--- src/rtl/shift_unit_pipe.sv ---
// rtl/shift_unit_pipe.sv - pipelined log shifter (SLL/SRL/SRA/ROR) with valid/ready and tag
// Optional rotate datapath: SHIFT_UNIT_ROTATE_EN (undefined: op 11 behaves as SRL)
module shift_unit_pipe #(
  parameter int WIDTH = 32,
  parameter int TAG_W = 5
) (
  input  logic                   clk,
  input  logic                   reset,
  input  logic                   in_valid,
  output logic                   in_ready,
  input  logic [WIDTH-1:0]       in_data,
  input  logic [$clog2(WIDTH):0] in_amt,
  input  logic [1:0]             in_op,
  input  logic [TAG_W-1:0]       in_tag,
  output logic                   out_valid,
  input  logic                   out_ready,
  output logic [WIDTH-1:0]       out_data,
  output logic [TAG_W-1:0]       out_tag,
  output logic                   out_zero
);

  localparam int SHW = $clog2(WIDTH);
  localparam logic [1:0] OP_SLL = 2'b00;
  localparam logic [1:0] OP_SRL = 2'b01;
  localparam logic [1:0] OP_SRA = 2'b10;
  localparam logic [1:0] OP_ROR = 2'b11;

  logic                   r_valid [SHW];
  logic [WIDTH-1:0]       r_data  [SHW];
  logic [SHW-1:0]         r_amt   [SHW];
  logic [1:0]             r_op    [SHW];
  logic                   r_sign  [SHW];
  logic [TAG_W-1:0]       r_tag   [SHW];

  logic             w_stall;
  logic [1:0]       w_op;
  logic [WIDTH-1:0] w_sat_data;
  logic             w_unused_bits;

  // One logarithmic level: shift/rotate by 2^k when en is set.
  function automatic logic [WIDTH-1:0] f_stage(input logic [WIDTH-1:0] d, input logic [1:0] op,
                                               input logic sign, input int k, input logic en);
    logic [2*WIDTH-1:0] w_wide;
    int                 sh;
    sh      = 1 << k;
    w_wide  = '0;
    f_stage = d;
    if (en) begin
      case (op)
        OP_SLL: f_stage = d << sh;
        OP_SRA: begin
          w_wide  = {{WIDTH{sign}}, d} >> sh;
          f_stage = w_wide[WIDTH-1:0];
        end
`ifdef SHIFT_UNIT_ROTATE_EN
        OP_ROR: begin
          w_wide  = {d, d} >> sh;
          f_stage = w_wide[WIDTH-1:0];
        end
`endif
        default: f_stage = d >> sh;
      endcase
    end
  endfunction

`ifdef SHIFT_UNIT_ROTATE_EN
  assign w_op = in_op;
`else
  assign w_op = (in_op == OP_ROR) ? OP_SRL : in_op;
`endif

  // Amounts >= WIDTH: rotate ignores the top bit, shifts collapse to fill value.
  always_comb begin
    w_sat_data = in_data;
    if (in_amt[SHW]) begin
      case (w_op)
        OP_SLL, OP_SRL: w_sat_data = '0;
        OP_SRA:         w_sat_data = {WIDTH{in_data[WIDTH-1]}};
        default:        w_sat_data = in_data;
      endcase
    end
  end

  assign w_stall   = r_valid[SHW-1] && !out_ready;
  assign in_ready  = !w_stall;
  assign out_valid = r_valid[SHW-1];
  assign out_data  = r_data[SHW-1];
  assign out_tag   = r_tag[SHW-1];
  assign out_zero  = ~|r_data[SHW-1];

  assign w_unused_bits = ^{r_amt[SHW-1], r_op[SHW-1], r_sign[SHW-1]};

  // The whole pipe advances or holds together; bubbles are not squeezed out.
  always_ff @(posedge clk or posedge reset) begin
    if (reset) begin
      for (int k = 0; k < SHW; k++) begin
        r_valid[k] <= 1'b0;
        r_data[k]  <= '0;
        r_amt[k]   <= '0;
        r_op[k]    <= '0;
        r_sign[k]  <= 1'b0;
        r_tag[k]   <= '0;
      end
    end else if (!w_stall) begin
      r_valid[0] <= in_valid;
      if (in_valid) begin
        r_data[0] <= f_stage(w_sat_data, w_op, in_data[WIDTH-1], 0, in_amt[0]);
        r_amt[0]  <= in_amt[SHW-1:0];
        r_op[0]   <= w_op;
        r_sign[0] <= in_data[WIDTH-1];
        r_tag[0]  <= in_tag;
      end
      for (int k = 1; k < SHW; k++) begin
        r_valid[k] <= r_valid[k-1];
        r_data[k]  <= f_stage(r_data[k-1], r_op[k-1], r_sign[k-1], k, r_amt[k-1][k]);
        r_amt[k]   <= r_amt[k-1];
        r_op[k]    <= r_op[k-1];
        r_sign[k]  <= r_sign[k-1];
        r_tag[k]   <= r_tag[k-1];
      end
    end
  end

endmodule

--- config.mk ---
export PLATFORM = sky130hd
export DESIGN_NAME = shift_unit_pipe
export DESIGN_NICKNAME = d
export VERILOG_FILES = /design/src/rtl/shift_unit_pipe.sv
export SDC_FILE = /design/constraint.sdc
export NUM_CORES = 1
export LEC_CHECK = 0
export ABC_AREA = 1
export BUFFER_PORTS_ARGS = -buffer_cell sky130_fd_sc_hd__buf_2
export CAP_MARGIN = 40
export CORE_MARGIN = 3
export CORE_UTILIZATION = 45
export CTS_BUF_LIST = sky130_fd_sc_hd__clkbuf_16
export CTS_CLUSTER_DIAMETER = 40
export DETAILED_ROUTE_END_ITERATION = 10
export MAX_ROUTING_LAYER = met4
export PLACE_DENSITY = 0.75
export SYNTH_ARGS = -nofsm -noshare
export SYNTH_HDL_FRONTEND = slang
export SYNTH_SLANG_ARGS = --single-unit
--- constraint.sdc ---
create_clock -name clk -period 7.08 [get_ports clk]
set_input_delay 1.416 -clock clk [delete_from_list [all_inputs] [get_ports clk]]
set_output_delay 1.416 -clock clk [all_outputs]
set_load 0.03 [all_outputs]
==> results of run 1 <==
==> power by group through the flow <==
stage | Combinational, mW | Sequential (mW) | Clock, mW
final | 2.47 | 2.13 | 1.38
after CTS | 2.47 | 2.13 | 1.40
after floorplan | 2.09 | 2.03 | 0
after global placement | 2.38 | 2.13 | 0
after global routing | 2.81 | 2.20 | 1.45
after detailed placement | 2.44 | 2.14 | 0
==> path summary, 6_finish.rpt <==
check	to	slack, ns	cells after the start
worst max-delay path	in_ready	3.34	4
worst min register to register	out_tag[2]	0.47	2
worst max register to register	r_tag[23]	4.74	8
worst min-delay path	out_tag[2]	0.47	2
max in group asynchronous	r_data[53]	4.73	4
min in group asynchronous	r_tag[22]	1.08	3
==> metrics by stage <==
stage,instances,hold slack [ns]
6_report,1977,0.466
5_1_grt,1977,0.486
4_1_cts,1977,0.472
3_5_place_dp,1926,0.459
3_3_place_gp,1924,0.451
2_1_floorplan,1635,0.440
==> metal layers <==
layer / vias to the layer above / global-route usage (%) / part of all wire, %
met5: - / - / 0
met4: 0 / 4.20 / 1.8
met3: 47 / 2.38 / 5.2
met2: 295 / 29.5 / 46
met1: 4749 / 26.9 / 47
li1: 5168 / - / -
==> cell type report <==
class | count | area, um^2
fill | 2407 | 12600
timing repair buffer | 105 | 601
clock inverter | 22 | 198
tap | 330 | 413
clock buffer | 29 | 726
inverter | 189 | 718
multi-input combinational | 1090 | 4880
sequential | 212 | 5310
==> registers in the layout (all words and copies together), names as in the netlist <==
name	cells
r_sign	4
r_tag	20
r_amt	10
r_valid	4
out_valid	1
r_op	8
out_data	32
r_data	128
out_tag	5
==> synthesized netlist by cell type <==
cell type / n / area [um^2]
o21ai_0: 139 / 696
buf_1: 5 / 18.8
nor2_2: 3 / 18.8
nand4_1: 9 / 56.3
inv_1: 181 / 679
inv_2: 5 / 18.8
o22ai_1: 2 / 12.5
nor2_1: 192 / 721
a31oi_2: 1 / 12.5
clkinv_1: 2 / 7.51
nor2_4: 2 / 22.5
a31oi_1: 70 / 438
nand2_1: 406 / 1520
nor3_1: 31 / 155
buf_2: 51 / 255
a21oi_1: 32 / 160
inv_4: 1 / 6.26
or2_2: 31 / 194
nand3_2: 1 / 10.0
buf_4: 41 / 308
buf_6: 6 / 67.6
nand3_1: 164 / 821
o21ai_1: 6 / 30.0
dfrtp_1: 212 / 5310
clkbuf_1: 41 / 154
nand2_2: 1 / 6.26
==> cells in the final DEF (no fill, tap or decap), types with 2 or more instances in the layout <==
master,instances
inv_1,184
or2_2,31
dfrtp_1,212
a31oi_1,70
nand4_1,9
clkinv_2,9
bufinv_16,3
nor2_2,2
buf_12,2
o22ai_1,2
nand2_1,406
o21ai_1,6
nor2_4,3
nor2_1,192
o21ai_0,139
buf_2,88
buf_4,14
nor3_1,31
a21oi_1,32
clkinv_1,3
inv_2,5
nand3_1,164
clkinv_4,5
clkbuf_16,29
==> logic make-up after synthesis <==
group	Yosys count	share of synthesized area, %
simple gates	840	30.2
compound gates	250	11.5
buf+inv	333	13.0
flops	212	45.4
==> critical path: cells and delay by family <==
| kind | cells | cell delay (ns) |
|---|---|---|
| buffers and inverters | 3 | 0.85 |
| and+or+nand+nor | 1 | 0.05 |
==> impl_metrics.tcl, run 1 <==
set metrics [dict create \
    path_max_fanout 102 \
    setup_tns_ns 0 \
    fin_area_um2 12800 \
    io_buffers 88 \
    pwr-share-clk_pct 23.0 \
    maxCapViolations 0 \
    peakVddDrop_mv 0.265 \
    start_kind "primary input" \
    synth_nets 1684 \
    ys_seq_elements 212 \
    setup_viol 0 \
    grt_overflow_total 0 \
    track_usage_pct 18.9 \
    max_freq_mhz 268 \
    start_util_pct 46.1 \
    clockBufferDepth 3 \
    worst_setup_path_end_kind "output port" \
    worstPathRequired_ns 5.66 \
    routed_wl_um 26400 \
    cp_slowest_cell "inv_6" \
    yosysSeqAreaShare_pct 45.4 \
    cts.sinks 212 \
    outcome "completed" \
    wl_per_cell_um 13.3 \
    final_antenna_net_count 0 \
    comb_power_share_pct 41.4 \
    final_core_util_pct 50.6 \
    p_int_mw 3.40 \
    critical-path-max-stage-delay_ns 0.44 \
    worst_clock_skew_ns 0.0109 \
    avgSynthCellArea_um2 7.15 \
    synth.cell_area_um2 11700 \
    static-leakage-power_nw 6.56 \
    final_net_count 1675 \
    worst_pin_slew_ns 0.923 \
    synth_cell_type_count 26 \
    relSlewSlack_pct 38.4 \
    cts_tree "built" \
    post-place-ws_ns 3.32 \
    clk_root_buffer_cell "clkbuf_16" \
    swShare_pct 43.2 \
    yosysWarnings 0 \
    num_antenna_cells 0 \
    drc 0 \
    min_from "r_tag[7]" \
    syn_to_final_growth_pct 9.79 \
    drv_slew 0 \
    min_period_ns 3.74 \
    vias_per_cell 5.19 \
    grt_max_degree 162 \
    cp_common_cell "buf_2" \
    p_sw_mw 2.58 \
    clkLatencyLatePin_ns 0.53 \
    num_rows 58 \
    drt_iter0_drc 864 \
    timing.final.crit_share_pct 52.8 \
    htree_levels 1 \
    ctsHoldBuffers 0 \
    ios 89 \
    cts_setup_buffers 0 \
    syn_inst 1635 \
    critical_path_class "primary input to output port" \
    grt_pass1_vias 9291 \
    dieHeight_um 167 \
    place_area_um2 11900 \
    dieArea_um2 28000 \
    drtPass1Iterations 5 \
    path_clk_slew_ns 0.05 \
    worstPathArrival_ns 2.32 \
    power_mw 5.98 \
    cts-resized-gates 0 \
    coreArea_um2 25400 \
    drive_gt1_share_pct 12.0 \
    rsz0062_at_grt "no" \
    grt_pass1_wl_um 44700 \
    vias 10259 \
    hold_viol_final 0 \
    cp_cell_sequence "buf_2 -> nor2_4 -> inv_6 -> buf_2" \
    dp_hpwl_um 17400 \
    crit_start "out_ready" \
    hold_class "flop to flop" \
    antenna_found_initial 0 \
    place.gp.congestion 0.850 \
    fin_ws_ns 3.34 \
    worstReg2RegStart "out_valid" \
    pwr-share-seq_pct 35.6 \
    numCtsBuffers 28 \
    power_density_nw_per_um2 466 \
    die_w_um 167 \
]
No activity file was read; power rests on OpenSTA's default activity.
==> inputs of run 2 (changes only) <==
--- a/config.mk
+++ b/config.mk
@@ -5,7 +5,7 @@
 export SDC_FILE = /design/constraint.sdc
 export NUM_CORES = 1
 export LEC_CHECK = 0
-export ABC_AREA = 1
+export ABC_AREA = 0
 export BUFFER_PORTS_ARGS = -buffer_cell sky130_fd_sc_hd__buf_2
 export CAP_MARGIN = 40
 export CORE_MARGIN = 3
@@ -14,7 +14,7 @@
 export CTS_CLUSTER_DIAMETER = 40
 export DETAILED_ROUTE_END_ITERATION = 10
 export MAX_ROUTING_LAYER = met4
-export PLACE_DENSITY = 0.75
+export PLACE_DENSITY = 0.73
 export SYNTH_ARGS = -nofsm -noshare
 export SYNTH_HDL_FRONTEND = slang
 export SYNTH_SLANG_ARGS = --single-unit
==> constraint.sdc (replaced) <==
create_clock -name clk -period 3.6 [get_ports clk]
set_input_delay 0.72 -clock clk [delete_from_list [all_inputs] [get_ports clk]]
set_output_delay 0.72 -clock clk [all_outputs]
set_load 0.03 [all_outputs]
==> run 2 against run 1 <==
Area after synthesis down 2.9%; via count down 7.8%; sequential power up 110%; die area down 2.8%; critical path depth unchanged; global-route usage up 2.8 points; setup slack worse by 2.3 ns; highest routed layer unchanged; clock power up 130%; first-iteration DRC count down 9.8%; count of clock-buffer cells in the layout up 5.
==> impl_metrics.tcl, run 2 <==
set metrics [dict create \
    coreArea_um2 24500 \
    grt_overflow_total 0 \
    antenna_found_initial 1 \
    final_cell_mix "o21ai_0, dfrtp_1, nand2_1" \
    place_area_um2 11800 \
    yosysWarnings 0 \
    cp_num_buf_inv 1 \
    numCtsBuffers 34 \
    wl_per_cell_um 17.7 \
    yosysMostFrequentCell "o21ai_0" \
    peakVddDrop_mv 0.501 \
    cp_slowest_cell "nor4_1" \
    largest_reg_flops 128 \
    timing.final.crit_share_pct 70.3 \
    cts-resized-gates 0 \
    synth_area_leader_cell "dfrtp_1" \
    track_usage_pct 21.7 \
    drc 0 \
    synth.cell_area_um2 11400 \
    max_freq_mhz 395 \
    worstPathRequired_ns 2.88 \
    fill_cells 2249 \
    drt_iter0_drc 779 \
    final_core_util_pct 52.7 \
    maxCapViolations 0 \
    dieArea_um2 27200 \
    cp_cell_sequence "nor4_1 -> nand4_1 -> nor2_1 -> buf_2" \
    final_net_count 1311 \
    yosysSeqAreaShare_pct 46.7 \
    final_antenna_net_count 0 \
    async_flop_share_pct 100 \
    hold_viol_final 0 \
    grtUsageMet2_pct 32.0 \
    syn_to_final_growth_pct 13.8 \
    path_clk_slew_ns 0.05 \
    power_density_nw_per_um2 968 \
    rsz0062_at_grt "no" \
    setup_viol 0 \
    routed_wl_um 28500 \
    synth_nets 1316 \
    syn_inst 1267 \
    outcome "completed" \
    vias 9456 \
    grt.met3_usage_pct 3.36 \
    drive_gt1_share_pct 15.4 \
    netlist_top_cells_count "o21ai_0, dfrtp_1, nand2_1" \
    ys_seq_elements 212 \
    dp_hpwl_um 19300 \
    synth-edff-count 0 \
    clk_root_buffer_cell "clkbuf_16" \
    io_buffers 88 \
    top_register "r_data" \
    worstPathArrival_ns 1.81 \
    synth_top_cell_area_share_pct 46.7 \
    critPathTopFamily "simple AND/OR/NAND/NOR gates" \
    ctsHoldBuffers 0 \
    critical_path_class "flop to output port" \
    setup_tns_ns 0 \
    grt_max_degree 141 \
    clkLatencyLatePin_ns 0.51 \
    worst_clock_skew_ns 0.0198 \
    grt_busiest_layer "met2" \
    synth_cell_type_count 49 \
    start_kind "flop" \
    worst_setup_path_end_kind "output port" \
    cts_tree "built" \
    drv_slew 0 \
    fin_area_um2 12900 \
    synthFlopType "dfrtp_1" \
    place.gp.congestion 0.885 \
    ios 89 \
    min_period_ns 2.53 \
    relSlewSlack_pct 39.9 \
    power_mw 12.5 \
    static-leakage-power_nw 6.16 \
    vias_per_cell 5.87 \
    htree_levels 2 \
    final_common_cell "o21ai_0" \
    clockBufferDepth 3 \
    path_max_fanout 3 \
    cts.sinks 212 \
    critical-path-max-stage-delay_ns 0.44 \
    start_util_pct 46.3 \
    die_w_um 165 \
    hold_class "primary input to asynchronous set/reset pin" \
    drtPass1Iterations 5 \
    cts_setup_buffers 0 \
    ys_top_cells_by_area "dfrtp_1, o21ai_0, nand2_1" \
    num_rows 57 \
    grt_util_met1_pct 31.4 \
    avgSynthCellArea_um2 8.96 \
    grt_pass1_wl_um 47100 \
    grt_pass1_vias 8940 \
    dieHeight_um 165 \
    worst_pin_slew_ns 0.901 \
]
==> run 2: cell type report <==
type	instances	area (um^2)	share of cell area (%)
diodes	1	2.50	0.0194
well taps	324	405	3.14
clock inverters	27	267	2.06
inverters	101	385	2.98
repair buffers	120	842	6.52
multi-input cells	793	4860	37.6
flip-flops and latches	212	5310	41.1
clock buffers	34	851	6.58
==> run 2: metal layers <==
layer  share of wire, %  routed length, um  vias to the layer above
met5                  0                  0                        -
met4                2.3                658                        0
met1                 48              13800                     4589
met2                 44              12500                      312
li1                   -                  -                     4502
met3                5.4               1540                       53
==> run 2: logic make-up after synthesis <==
logic type      count (synthesis)  synth area share (%)
compound gates                497                  29.3
buf+inv                       262                  10.6
flops                         212                  46.7
mux                            19                  1.82
simple gates                  277                  11.6
==> run 2: final timing paths <==
kind / to / cells after the start / from / slack [ns]
min reg2reg: r_tag[17] / 2 / r_tag[17] / 0.46
max: out_zero / 4 / out_data[26] / 1.07
min in group clk: r_tag[24] / 2 / in_tag[4] / 0.46
max in group asynchronous: r_data[127] / 4 / reset / 2.57
min: r_data[39] / 2 / reset / 0.21
max reg2reg: r_data[96] / 5 / out_valid / 1.32
==> run 2: stage by stage <==
step | hold WS, ns | std cells | setup slack [ns]
floorplan | 0.430 | 1267 | 0.124
global placement | 0.449 | 1542 | 0.988
detailed placement | 0.455 | 1550 | 0.960
CTS | 0.218 | 1611 | 1.03
global route | 0.237 | 1612 | 1.01
finish | 0.211 | 1612 | 1.07
==> run 2: power breakdown <==
group	leakage, nW	internal (mW)	switching, mW
combinational	3.06	1.86	2.90
sequential	2.54	3.51	1.04
clock	0.557	2.03	1.17
